$ cat src/rtl/bsg_fma_norm_round_pkg.sv
// Shared FMA constants, special-value encodings and the normalize-stage record.
package bsg_fma_norm_round_pkg;

    localparam int exp_p      = 8;
    localparam int sig_p      = 23;
    localparam int width_lp   = exp_p + sig_p + 1;
    localparam int sig_w_lp   = 2*sig_p + 2;
    localparam int bias_lp    = 2**(exp_p-1) - 1;
    localparam int exp_max_lp = 2**exp_p - 1;

    function automatic logic [width_lp-1:0] nan_val();
        return {1'b0, {exp_p{1'b1}}, 1'b1, {(sig_p-1){1'b0}}};
    endfunction

    function automatic logic [width_lp-1:0] inf_val(input logic sign);
        return {sign, {exp_p{1'b1}}, {sig_p{1'b0}}};
    endfunction

    // exp is a two's-complement value; reinterpret with $signed where compared
    typedef struct packed {
        logic               sign;
        logic [exp_p+1:0]   exp;
        logic [sig_p-1:0]   frac;
        logic               guard;
        logic               sticky;
        logic               nan;
        logic               inf;
        logic               zero;
    } norm_s;

endpackage

$ cat src/rtl/bsg_fma_round_rne.sv
// Round-to-nearest-even on a normalized fraction; a fraction carry bumps the exponent.
module bsg_fma_round_rne
    import bsg_fma_norm_round_pkg::*;
(
    input  logic [sig_p-1:0] frac_i,
    input  logic             guard_i,
    input  logic             sticky_i,
    input  logic [exp_p+1:0] exp_i,
    output logic [sig_p-1:0] frac_o,
    output logic [exp_p+1:0] exp_o,
    output logic             inexact_o
);

    logic           round_up;
    logic [sig_p:0] sum;

    assign round_up  = guard_i & (sticky_i | frac_i[0]);
    assign sum       = {1'b0, frac_i} + {{sig_p{1'b0}}, round_up};
    // on carry the low bits of sum are already all zero
    assign frac_o    = sum[sig_p-1:0];
    assign exp_o     = exp_i + {{(exp_p+1){1'b0}}, sum[sig_p]};
    assign inexact_o = guard_i | sticky_i;

endmodule

$ cat src/rtl/bsg_fma_norm_round.sv
// Two-stage normalize/round back end of the FMA with valid/ready flow control.
module bsg_fma_norm_round
    import bsg_fma_norm_round_pkg::*;
(
    input  logic                clk_i,
    input  logic                reset_n_i,
    input  logic                v_i,
    output logic                ready_o,
    input  logic                sign_i,
    input  logic [exp_p+1:0]    exp_i,
    input  logic [sig_w_lp-1:0] sig_i,
    input  logic                nan_i,
    input  logic                inf_i,
    input  logic                zero_i,
    output logic                v_o,
    input  logic                ready_i,
    output logic [width_lp-1:0] z_o,
    output logic                overflow_o,
    output logic                underflow_o,
    output logic                inexact_o
);

    localparam int m_lp = 2*sig_p + 1;
    localparam logic signed [exp_p+1:0] exp_top_lp  = (exp_p+2)'(exp_max_lp);
    localparam logic signed [exp_p+1:0] exp_zero_lp = '0;

    norm_s s1_n, s1_q;
    logic  s1_v, s2_v;
    logic  s1_load, s2_load;

    // a stage loads when empty or when its contents move on this cycle
    assign s2_load = !s2_v | ready_i;
    assign s1_load = !s1_v | s2_load;
    assign ready_o = s1_load;

    always_comb begin
        s1_n      = '0;
        s1_n.sign = sign_i;
        s1_n.nan  = nan_i;
        s1_n.inf  = inf_i;
        s1_n.zero = zero_i;
        if (sig_i[m_lp]) begin
            s1_n.frac   = sig_i[m_lp-1:sig_p+1];
            s1_n.guard  = sig_i[sig_p];
            s1_n.sticky = |sig_i[sig_p-1:0];
            s1_n.exp    = exp_i + (exp_p+2)'(1);
        end else begin
            s1_n.frac   = sig_i[m_lp-2:sig_p];
            s1_n.guard  = sig_i[sig_p-1];
            s1_n.sticky = |sig_i[sig_p-2:0];
            s1_n.exp    = exp_i;
        end
    end

    always_ff @(posedge clk_i or negedge reset_n_i) begin
        if (!reset_n_i) begin
            s1_v <= 1'b0;
            s1_q <= '0;
        end else if (s1_load) begin
            s1_v <= v_i;
            if (v_i) s1_q <= s1_n;
        end
    end

    logic [sig_p-1:0]        frac_r;
    logic [exp_p+1:0]        exp_r;
    logic signed [exp_p+1:0] exp_rs;
    logic                    ix_r;

    bsg_fma_round_rne round_rne (
        .frac_i    (s1_q.frac),
        .guard_i   (s1_q.guard),
        .sticky_i  (s1_q.sticky),
        .exp_i     (s1_q.exp),
        .frac_o    (frac_r),
        .exp_o     (exp_r),
        .inexact_o (ix_r)
    );

    assign exp_rs = exp_r;

    logic [width_lp-1:0] z_n;
    logic                ov_n, un_n, ix_n;

    always_comb begin
        z_n  = '0;
        ov_n = 1'b0;
        un_n = 1'b0;
        ix_n = 1'b0;
        if (s1_q.nan | (s1_q.inf & s1_q.zero)) begin
            z_n = nan_val();
        end else if (s1_q.inf) begin
            z_n = inf_val(s1_q.sign);
        end else if (s1_q.zero) begin
            z_n = {s1_q.sign, {(width_lp-1){1'b0}}};
        end else if (exp_rs >= exp_top_lp) begin
            z_n  = inf_val(s1_q.sign);
            ov_n = 1'b1;
            ix_n = 1'b1;
        end else if (exp_rs <= exp_zero_lp) begin
            // no subnormals: anything below the normal range flushes to zero
            z_n  = {s1_q.sign, {(width_lp-1){1'b0}}};
            un_n = 1'b1;
            ix_n = 1'b1;
        end else begin
            z_n  = {s1_q.sign, exp_r[exp_p-1:0], frac_r};
            ix_n = ix_r;
        end
    end

    always_ff @(posedge clk_i or negedge reset_n_i) begin
        if (!reset_n_i) begin
            s2_v        <= 1'b0;
            z_o         <= '0;
            overflow_o  <= 1'b0;
            underflow_o <= 1'b0;
            inexact_o   <= 1'b0;
        end else if (s2_load) begin
            s2_v <= s1_v;
            if (s1_v) begin
                z_o         <= z_n;
                overflow_o  <= ov_n;
                underflow_o <= un_n;
                inexact_o   <= ix_n;
            end
        end
    end

    assign v_o = s2_v;

endmodule

$ cat config.mk
export PLATFORM = sky130hd
export DESIGN_NAME = bsg_fma_norm_round
export DESIGN_NICKNAME = d
export VERILOG_FILES = /design/src/rtl/bsg_fma_norm_round_pkg.sv /design/src/rtl/bsg_fma_round_rne.sv /design/src/rtl/bsg_fma_norm_round.sv
export SDC_FILE = /design/constraint.sdc
export NUM_CORES = 1
export LEC_CHECK = 0
export ABC_AREA = 1
export ABC_CLOCK_PERIOD_IN_PS = 4230
export CAP_MARGIN = 15
export CELL_PAD_IN_SITES_DETAIL_PLACEMENT = 0
export CELL_PAD_IN_SITES_GLOBAL_PLACEMENT = 1
export CORE_ASPECT_RATIO = 1.2
export CORE_MARGIN = 1
export CORE_UTILIZATION = 36
export CTS_BUF_LIST = sky130_fd_sc_hd__clkbuf_8 sky130_fd_sc_hd__clkbuf_16
export DETAILED_ROUTE_END_ITERATION = 8
export GPL_TIMING_DRIVEN = 0
export PLACE_DENSITY = 0.79
export SYNTH_ARGS = -nofsm -noshare
export SYNTH_HDL_FRONTEND = slang
export SYNTH_SLANG_ARGS = --single-unit
$ cat constraint.sdc
create_clock -name clk_i -period 4.23 [get_ports clk_i]
set_input_delay 0.846 -clock clk_i [delete_from_list [all_inputs] [get_ports clk_i]]
set_output_delay 0.846 -clock clk_i [all_outputs]
set_load 0.02 [all_outputs]
After elaboration in Yosys (flattened, before gate mapping)
Index checks and enable logic that the tools add are counted.
{"block": "totals", "reg_bits": 76, "inputBits": 66, "mem_count": 0, "mem_bits_rw": 0, "mem_bits_ro": 0, "latch_bits": 0, "output_inout_bits": 37}
{"block": "classes", "bitwise": 7, "addsub": 3, "eq_ne": 0, "n_reduce_logical": 6, "muxes": 20, "n_shift": 0, "n_lt_le_gt_ge": 2, "mul": 0, "div": 0}
{"op": "two-way mux 31 bit", "count": 4}
{"op": "two-way mux 35 bit", "count": 1}
{"op": "two-way mux 32 bit", "count": 1}
{"op": "adder 23 x 1 -> 24 bit", "count": 1}
{"op": "OR reduction 23 bit", "count": 1}
{"op": "OR reduction 22 bit", "count": 1}
{"op": "two-way mux 1 bit", "count": 14}
{"op": "adder 10 x 1 -> 10 bit", "count": 1}
{"op": "adder 10 x 1 -> 10 bit (second input constant)", "count": 1}
{"op": "greater-or-equal comparator 10 x 9 -> 1 bit (second input constant)", "count": 1}
{"op": "<= comparator 10 x 1 -> 1 bit (second input constant)", "count": 1}
{"op": "OR 1 bit", "count": 5}
{"op": "AND reduction 2 bit", "count": 2}
{"op": "bitwise AND 1 bit", "count": 2}
{"op": "logical NOT 1 bit", "count": 2}

Longest topological paths before layout
Gate-level depths: netlist of the first run.
{"block": "logic_depth", "depth_word": 10, "ltp_mapped": 24, "depth_no_buf": 24}

By module
From an unflattened synthesis of the first run, not the netlist that was laid out.
{"block": "hier_totals", "cells_unflattened": 577, "area_unflattened_um2": 4449.3}
{"mod": "bsg_fma_norm_round", "area_per_inst_um2": 3582.2, "instances": 1, "cells_per_inst": 432}
{"mod": "bsg_fma_round_rne", "area_per_inst_um2": 867.1, "instances": 1, "cells_per_inst": 145}

Worst setup path after synthesis of the first run
Ideal clock, no wire load.
{"block": "synth_path", "path_type": "register to register", "startpoint": "register s1_q[4] in the netlist's numbering", "endpoint": "register z_o[11]", "n_path_buf": 1, "t_arrival_ns": 2.947, "path_slack_ns": 1.160, "stages_incl_launch_ff": 22, "path_cell_list": "dfrtp_1 inv_1 nor2_1 ha_1 nand3_1 nor2_1 nand4_1 nor2_1 nand2_1 nor3_1 ha_1 ha_1 or2_2 nor2_1 nand3_1 nor2_2 nand2_4 nand2_4 inv_6 nand2_8 buf_12 o21ai_2"}
{"block": "synth_between", "elab_chain_len": 9}
{"element": "from (decl)", "line_no": "bsg_fma_norm_round.sv:27", "source": "norm_s s1_n, s1_q;"}
{"element": "from (signal assigned)", "line_no": "bsg_fma_norm_round.sv:61", "source": "if (v_i) s1_q <= s1_n;"}
{"element": "bitwise AND 1 bit *", "line_no": "bsg_fma_round_rne.sv:17", "source": "assign round_up = guard_i & (sticky_i | frac_i[0]);"}
{"element": "adder 23 x 1 -> 24 bit *", "line_no": "bsg_fma_round_rne.sv:18", "source": "assign sum = {1'b0, frac_i} + {{sig_p{1'b0}}, round_up};"}
{"element": "adder 10 x 1 -> 10 bit", "line_no": "bsg_fma_round_rne.sv:21", "source": "assign exp_o = exp_i + {{(exp_p+1){1'b0}}, sum[sig_p]};"}
{"element": "<= comparator 10 x 1 -> 1 bit", "line_no": "bsg_fma_norm_round.sv:100", "source": "end else if (exp_rs <= exp_zero_lp) begin"}
{"element": "two-way mux 31 bit", "line_no": "bsg_fma_norm_round.sv:100"}
{"element": "two-way mux 31 bit *", "line_no": "bsg_fma_norm_round.sv:96", "source": "end else if (exp_rs >= exp_top_lp) begin"}
{"element": "two-way mux 31 bit *", "line_no": "bsg_fma_norm_round.sv:94", "source": "end else if (s1_q.zero) begin"}
{"element": "two-way mux 31 bit *", "line_no": "bsg_fma_norm_round.sv:92", "source": "end else if (s1_q.inf) begin"}
{"element": "two-way mux 32 bit *", "line_no": "bsg_fma_norm_round.sv:90", "source": "if (s1_q.nan | (s1_q.inf & s1_q.zero)) begin"}
{"element": "to (signal assigned)", "line_no": "bsg_fma_norm_round.sv:121", "source": "z_o <= z_n;"}
{"element": "to (decl)", "line_no": "bsg_fma_norm_round.sv:17", "source": "output logic [width_lp-1:0] z_o,"}
Every way passes the cells marked *; elsewhere a longest branch is shown, timed or not.
A chain may end at the register's enable or synchronous reset.

Final worst setup path of the first run
{"block": "layout_path", "startpoint": "register s1_q[4] in the netlist's numbering", "endpoint": "register z_o[16]"}
Same word-level chain as after synthesis.

==> reports/summary.log, run 1 <==
qor: outcome.outcome complete, no violations
qor: route.route.final.wire_length 10.09 mm
qor: sta.finalWorstSetupSlack 0.5766 ns
qor: route.drt_iter0_markers 199
qor: placement.gpl.final_weighted_congestion 0.9200
qor: logic_synthesis.syn_avg_cell_area 7.670 sq um
qor: global_route.grt_antenna_before_repair 0
qor: floorplan.start_util 36.77%
qor: placement.place_ws 0.5379 ns
qor: finish.finish.net_count 737
qor: finish.design_area 5715 sq um
qor: clock_tree.cts_hold_buffers 0
qor: route.post-route-drc-count 0
qor: clock_tree.cts_made_buffers 9
qor: clock_tree.clkSlewWorstSetupHoldPaths 0.05 ns
qor: logic_synthesis.postSynth.topFlopCell sky130_fd_sc_hd__dfrtp_1
qor: global_route.grt_pass1_vias 3844
qor: sta.period_needed 3.653 ns
qor: sta.worst_slew_margin_rel 63.33%
qor: logic_synthesis.ys.warnings.count 0
qor: logic_synthesis.synthesis.nets 623
qor: logic_synthesis.ys_seq_area_share 44.92%
qor: finish.layout-drive-gt1-share 8.683%
qor: critical_path.required 4.44 ns
qor: finish.final_core_utilization 49.64%
qor: sta.fin_skew 0.005167 ns
qor: clock_tree.number_of_buffers_on_the_longest_clock_path 2
qor: clock_tree.tritoncts built
qor: clock_tree.cts.sink_count 76
qor: critical_path.cp_max_fo 10
qor: sta.finalSetupViolations 0
qor: logic_synthesis.post_synth_inst_count 552
qor: sta.worst-slew-pin-transition 0.5501 ns
qor: floorplan.chipHeight 120.8 microns
qor: clock_tree.clk-insertion-delay-late 0.33 ns
qor: placement.dp.final_hpwl 8.330 mm
qor: placement.placement.cell_area 5469 sq um
qor: route.ant_nets 0
qor: sta.timing.final.max_slew_violations 0
qor: finish.area_growth 34.99%
qor: route.drtPass1Iterations 4
qor: flow_run.cap_violations 0
qor: power.peakVddDrop 152.8 uV
qor: finish.mostFrequentLayoutCell sky130_fd_sc_hd__nand2_1
qor: sta.finalSetupTns 0 ns
qor: clock_tree.cts-resized-gates 0
qor: finish.mostFrequentLayoutCells sky130_fd_sc_hd__nand2_1, sky130_fd_sc_hd__clkdlybuf4s50_1, sky130_fd_sc_hd__dfrtp_1
qor: critical_path.worst_ep_arrival_time 3.86 ns
qor: power.cellPowerDensity 395.4 nW/um^2
qor: critical_path.start_kind register
qor: finish.num_antenna_cells 0
qor: logic_synthesis.postSynth.asyncResetShare 100.0%
qor: global_route.gr-usage-all-layers 17.96%
qor: logic_synthesis.yosys_register_bits 76
qor: critical_path.crit_type reg2reg
qor: floorplan.fp-row-count 43
qor: clock_tree.ctsHtreeMaxLevel 3
qor: sta.finalHoldViolCount 0
qor: min_path.timing.hold.worst.class in2async
qor: route.num_vias 3920
qor: placement.portBuffers 102
qor: floorplan.fp.dieArea 12200 sq um
qor: clock_tree.cts.root.buffer_cell sky130_fd_sc_hd__clkbuf_16
qor: critical_path.critical_path.endpoint_type register
qor: floorplan.num_io_pins 103
qor: logic_synthesis.synth.distinct_cells 37
qor: sta.fin_crit_sh 86.37%
qor: critical_path.crit_path_start s1_q[4]
qor: global_route.grt_remaining_overflow 0
qor: clock_tree.post_cts_buffers 0
qor: sta.timing.hold.ws 0.4636 ns
qor: route.viasPerCell 4.752
qor: sta.achievable_freq 273.7 MHz
qor: critical_path.worstReg2RegStart s1_q[4]
qor: global_route.grt_start_max_net_pins 43
qor: route.post_drt_wl_per_cell 12.23 microns
qor: sta.setup_repair_after_global_routing_missed_its_margin false
qor: logic_synthesis.count_of_flip_flops_with_a_built_in_enable_after_synthesis 0
qor: logic_synthesis.synth_area 4234 sq um
qor: floorplan.placeableCoreArea 11510 sq um
qor: power.cellLeakagePower 2.597 nW
qor: floorplan.chipWidth 101 microns
qor: global_route.grt_pass1_wl 17.15 mm
routing by layer:
metal	vias up	track usage, %	wire length (microns)
li1	2035	-	-
met1	1772	23.62	4790
met2	97	29.37	4700
met3	16	2.023	372
met4	0	8.605	228
met5	-	0	0
Yosys cell counts (2+ instances only):
| library cell | instances | share of area (%) |
|---|---|---|
| sky130_fd_sc_hd__o21ai_1 | 4 | 0.47 |
| sky130_fd_sc_hd__nor2_1 | 65 | 5.8 |
| sky130_fd_sc_hd__inv_2 | 7 | 0.62 |
| sky130_fd_sc_hd__ha_1 | 5 | 1.5 |
| sky130_fd_sc_hd__nand3_1 | 31 | 3.7 |
| sky130_fd_sc_hd__nand2_2 | 10 | 1.5 |
| sky130_fd_sc_hd__xor2_1 | 14 | 2.9 |
| sky130_fd_sc_hd__dfrtp_1 | 76 | 45 |
| sky130_fd_sc_hd__nand2_4 | 3 | 0.80 |
| sky130_fd_sc_hd__o21ai_2 | 10 | 2.1 |
| sky130_fd_sc_hd__nor2_2 | 6 | 0.89 |
| sky130_fd_sc_hd__xnor2_1 | 4 | 0.83 |
| sky130_fd_sc_hd__o31ai_1 | 2 | 0.35 |
| sky130_fd_sc_hd__a21oi_1 | 13 | 1.5 |
| sky130_fd_sc_hd__nand2_1 | 168 | 15 |
| sky130_fd_sc_hd__a31oi_1 | 25 | 3.7 |
| sky130_fd_sc_hd__inv_1 | 39 | 3.5 |
| sky130_fd_sc_hd__clkbuf_1 | 13 | 1.2 |
| sky130_fd_sc_hd__nor3_1 | 5 | 0.59 |
| sky130_fd_sc_hd__o22ai_1 | 4 | 0.59 |
| sky130_fd_sc_hd__o21bai_1 | 2 | 0.35 |
| sky130_fd_sc_hd__o21ai_0 | 19 | 2.2 |
| sky130_fd_sc_hd__nand4_1 | 10 | 1.5 |
| sky130_fd_sc_hd__nor4_1 | 4 | 0.59 |
layout make-up:
type | count | area, sq um
clock buffer | 9 | 225.2
inverter | 48 | 185.2
multi-input combinational | 412 | 2067
fill | 1214 | 5798
tap | 157 | 196.4
timing repair buffer | 103 | 1039
sequential | 76 | 1902
buffer | 16 | 80.08
clock inverter | 4 | 21.27
flip-flops by register name (all words and copies together), names as in the netlist:
name	flops
overflow_o	1
underflow_o	1
z_o	32
s1_q	39
v_o	1
s1_v	1
inexact_o	1
stage by stage:
step                      power (mW)  std cells
final                          2.260        825
after floorplan                1.332        552
after detailed placement       1.635        812
after global placement         1.622        811
after global routing           2.403        825
after CTS                      2.290        825
critical path, stage by stage, from the launching register on:
cell and delay [ns]:
sky130_fd_sc_hd__dfrtp_1 0.39, sky130_fd_sc_hd__inv_1 0.05, sky130_fd_sc_hd__nor2_1 0.10, sky130_fd_sc_hd__ha_1 0.17, sky130_fd_sc_hd__nand3_1 0.14, sky130_fd_sc_hd__nor2_1 0.12, sky130_fd_sc_hd__nand4_1 0.16, sky130_fd_sc_hd__nor2_1 0.30
sky130_fd_sc_hd__nand2_1 0.20, sky130_fd_sc_hd__nor3_1 0.21, sky130_fd_sc_hd__ha_1 0.24, sky130_fd_sc_hd__ha_1 0.28, sky130_fd_sc_hd__or2_2 0.31, sky130_fd_sc_hd__nor2_1 0.10, sky130_fd_sc_hd__nand3_1 0.09, sky130_fd_sc_hd__nor2_2 0.15
sky130_fd_sc_hd__nand2_4 0.10, sky130_fd_sc_hd__nand2_4 0.10, sky130_fd_sc_hd__inv_6 0.05, sky130_fd_sc_hd__nand2_8 0.09, sky130_fd_sc_hd__buf_12 0.14, sky130_fd_sc_hd__o21ai_2 0.05
path summary, 6_finish.rpt:
path / endpoint / slack [ns] / depth (start not counted)
worst min-delay path: s1_q[36] / 0.46 / 1
min in group clk_i: z_o[10] / 0.48 / 2
worst max-delay path: z_o[16] / 0.58 / 21
worst max register to register: z_o[16] / 0.58 / 21
worst min register to register: z_o[10] / 0.48 / 2
max in group asynchronous: z_o[16] / 3.20 / 2
logic make-up (layout without fill, tap and decap cells):
| group | after synthesis | after routing | synth area share, % |
|---|---|---|---|
| and+or+nand+nor | 308 | 308 | 31.89 |
| AOI/OAI and AO/OA | 81 | 81 | 11.73 |
| DFF | 76 | 76 | 44.92 |
| buffers and inverters | 64 | 180 | 6.265 |
| xor gates and xnor gates | 18 | 18 | 3.723 |
| adders and majority gates | 5 | 5 | 1.478 |
report_power, final:
part / leakage [nW] / internal, mW / switching (mW)
Clock: 0.124 / 0.382 / 0.263
Sequential: 0.920 / 0.845 / 0.100
Combinational: 1.55 / 0.294 / 0.375
Total: 2.60 / 1.52 / 0.739
(Power assumes the default switching activity.)
==> run 2, diff against run 1 <==
- ABC_AREA: 1 -> not set
- CORE_UTILIZATION: 36 -> 38
==> run 2 against run 1 <==
  * Maximum frequency shrank 4.6%
  * Worst setup slack worse by 0.17 ns
  * Largest cell class unchanged
  * Global-route usage grew 1.3 points
  * Critical endpoint is now z_o[14]
  * Sequential share of layout area increased by 0.17 points
  * Power is 4.2% lower
  * Combinational power is 23% lower
==> reports/summary.log, run 2 <==
qor: global_route.grt_pass1_vias 3469
qor: finish.reg_top3 s1_q: 39 flops, z_o: 32 flops
qor: logic_synthesis.synth_top_cells_by_count sky130_fd_sc_hd__dfrtp_1, sky130_fd_sc_hd__nand2_1, sky130_fd_sc_hd__o21ai_0
qor: logic_synthesis.synthesis.nets 499
qor: clock_tree.number_of_buffers_on_the_longest_clock_path 2
qor: logic_synthesis.ys_seq_area_share 45.66%
qor: finish.layout-drive-gt1-share 6.581%
qor: clock_tree.cts_made_buffers 9
qor: sta.achievable_freq 261.3 MHz
qor: power.swShare 29.48%
qor: placement.portBuffers 102
qor: power.pwr-share-comb 23.8%
qor: sta.worst_slew_margin_rel 51.02%
qor: global_route.grt_pass1_wl 17.24 mm
qor: sta.timing.final.max_slew_violations 0
qor: logic_synthesis.yosys_register_bits 76
qor: sta.finalSetupTns 0 ns
qor: global_route.grt_start_max_net_pins 52
qor: sta.worst-slew-pin-transition 0.7347 ns
qor: sta.setup_repair_after_global_routing_missed_its_margin false
qor: logic_synthesis.synth.distinct_cells 51
qor: finish.num_antenna_cells 0
qor: finish.fillerInstances 972
qor: finish.finish.net_count 614
qor: finish.mostFrequentLayoutCell sky130_fd_sc_hd__clkdlybuf4s50_1
qor: logic_synthesis.post-synth-top-count-cell sky130_fd_sc_hd__dfrtp_1
qor: critical_path.crit_path_start s1_q[8]
qor: clock_tree.cts.root.buffer_cell sky130_fd_sc_hd__clkbuf_16
qor: global_route.grt_remaining_overflow 0
qor: logic_synthesis.post_synth_inst_count 428
qor: route.ant_nets 0
qor: logic_synthesis.count_of_flip_flops_with_a_built_in_enable_after_synthesis 0
qor: floorplan.fp-row-count 41
qor: clock_tree.tritoncts built
qor: power.netSwitchingPower 0.6383 mW
qor: clock_tree.ctsHtreeMaxLevel 3
qor: route.post-route-drc-count 0
qor: route.route.final.wire_length 10.46 mm
qor: floorplan.chipWidth 97.58 microns
qor: floorplan.num_io_pins 103
qor: finish.multiInputGateArea 2118 sq um
qor: clock_tree.cts.sink_count 76
qor: logic_synthesis.synth_largest_area_cell sky130_fd_sc_hd__dfrtp_1
qor: finish.seq_area 1902 sq um
qor: sta.finalWorstSetupSlack 0.4023 ns
qor: clock_tree.cts_hold_buffers 0
qor: logic_synthesis.postSynth.topFlopCell sky130_fd_sc_hd__dfrtp_1
qor: route.drt_iter0_markers 99
qor: finish.mostFrequentLayoutCells sky130_fd_sc_hd__clkdlybuf4s50_1, sky130_fd_sc_hd__dfrtp_1, sky130_fd_sc_hd__nand2_1
qor: critical_path.critical_path.endpoint_type register
qor: finish.largest_register_ffs 39
qor: sta.finalHoldViolCount 0
qor: power.p_seq_share 41.4%
qor: critical_path.required 4.45 ns
qor: sta.fin_skew 0.007833 ns
qor: sta.fin_crit_sh 90.49%
qor: finish.area_growth 36.53%
qor: power.power.share.clock 34.8%
qor: critical_path.start_kind register
qor: clock_tree.clk-insertion-delay-late 0.34 ns
qor: finish.final_core_utilization 53.81%
qor: global_route.grt_antenna_before_repair 0
qor: sta.period_needed 3.828 ns
qor: placement.place_ws -0.2757 ns
qor: finish.registers.top_by_ff_count s1_q
qor: logic_synthesis.postSynth.asyncResetShare 100.0%
qor: floorplan.chipHeight 116.7 microns
qor: critical_path.cp_max_fo 10
qor: route.post_drt_wl_per_cell 15.47 microns
qor: logic_synthesis.yosysTopAreaCellShare 45.66%
qor: power.cellPowerDensity 380.7 nW/um^2
qor: logic_synthesis.syn_avg_cell_area 9.732 sq um
qor: global_route.gr-usage-all-layers 19.29%
qor: placement.dp.final_hpwl 8.195 mm
qor: power.cellLeakagePower 2.265 nW
qor: logic_synthesis.synth_area 4165 sq um
qor: power.internal_power 1.527 mW
qor: route.num_vias 3657
qor: route.viasPerCell 5.410
qor: critical_path.worst_ep_arrival_time 4.05 ns
qor: clock_tree.clkSlewWorstSetupHoldPaths 0.06 ns
qor: floorplan.placeableCoreArea 10570 sq um
qor: power.peakVddDrop 152.9 uV
qor: logic_synthesis.ys.warnings.count 0
qor: outcome.outcome complete, no violations
qor: floorplan.start_util 39.42%
qor: placement.gpl.final_weighted_congestion 0.7919
qor: power.power.total 2.165 mW
qor: sta.timing.hold.ws 0.4155 ns
qor: critical_path.worstReg2RegStart s1_q[8]
qor: critical_path.crit_type reg2reg
qor: flow_run.cap_violations 0
qor: logic_synthesis.synth.area.top_cells sky130_fd_sc_hd__dfrtp_1, sky130_fd_sc_hd__nand2_1, sky130_fd_sc_hd__mux2i_1
qor: route.drtPass1Iterations 4
qor: min_path.timing.hold.worst.class in2async
qor: floorplan.fp.dieArea 11390 sq um
qor: sta.finalSetupViolations 0
[run 2: metal layers]
metal	wire [microns]	track usage (%)	up-vias
met3	479	4.189	10
li1	-	-	1805
met5	0	0	-
met1	4928	25.59	1735
met4	176	7.255	0
met2	4875	31.14	107
[run 2: final timing paths]
check	cells past startpoint	to	slack, ns
worst max-delay path	13	z_o[14]	0.40
worst min-delay path	1	s1_q[19]	0.42
worst max register to register	13	z_o[14]	0.40
worst min register to register	2	z_o[13]	0.48
max in group asynchronous	2	z_o[28]	3.25
min in group clk_i	2	z_o[13]	0.48
[run 2: stage by stage]
| step | instances | instance area (sq um) |
|---|---|---|
| global placement | 659 | 5348 |
| CTS | 675 | 5670 |
| global route | 676 | 5687 |
| floorplan | 428 | 4165 |
| detailed placement | 660 | 5373 |
| finish | 676 | 5687 |
[run 2: what timing repair did]
action | 4_1_cts | 5_1_grt
setup buffers | 0 | 1
endpoints found under the setup margin | 26 | 23
pin swaps | 0 | 1
gates resized for setup | 1 | 1
[run 2: area by class of cell]
class,instances,share of cell area [%]
Inverter,4,0.2640
Sequential cell,76,33.44
Clock buffer,10,4.202
Tap cell,129,2.838
Clock inverter,5,0.9241
Buffer,32,2.552
Timing Repair Buffer,104,18.53
Multi-Input combinational cell,316,37.25
[run 2: power groups by stage]
| stage | combinational (mW) | sequential, mW | clock (mW) |
|---|---|---|---|
| 6_report | 0.515 | 0.896 | 0.754 |
| 3_5_place_dp | 0.516 | 0.909 | 0 |
| 3_3_place_gp | 0.505 | 0.905 | 0 |
| 5_1_grt | 0.566 | 0.910 | 0.797 |
| 2_1_floorplan | 0.253 | 0.930 | 0 |
| 4_1_cts | 0.518 | 0.896 | 0.764 |
[run 2: critical path, stage by stage (launching register included)]
cell	delay, ns
sky130_fd_sc_hd__dfrtp_1	0.44
sky130_fd_sc_hd__nand4_1	0.31
sky130_fd_sc_hd__nor4_4	0.37
sky130_fd_sc_hd__nand2_1	0.15
sky130_fd_sc_hd__nor2_1	0.15
sky130_fd_sc_hd__ha_1	0.26
sky130_fd_sc_hd__ha_1	0.29
sky130_fd_sc_hd__and4_1	0.21
sky130_fd_sc_hd__clkbuf_1	0.23
sky130_fd_sc_hd__a211oi_1	0.11
sky130_fd_sc_hd__a41oi_1	0.32
sky130_fd_sc_hd__o21ai_1	0.25
sky130_fd_sc_hd__buf_2	0.26
sky130_fd_sc_hd__o41ai_1	0.36
[run 2: cell families after synthesis]
family	share of synthesized area [%]
AOI/OAI and AO/OA	15.95
xor gates and xnor gates	8.171
adders and majority gates	1.502
buffers and inverters	3.845
DFF	45.66
muxes	7.329
and+or+nand+nor	17.54
==> run 3, diff against run 2 <==
- HOLD_SLACK_MARGIN: not set -> 0.06
==> results of run 3 <==
The final DEF is identical to that of run 2; final timing and power are the same.
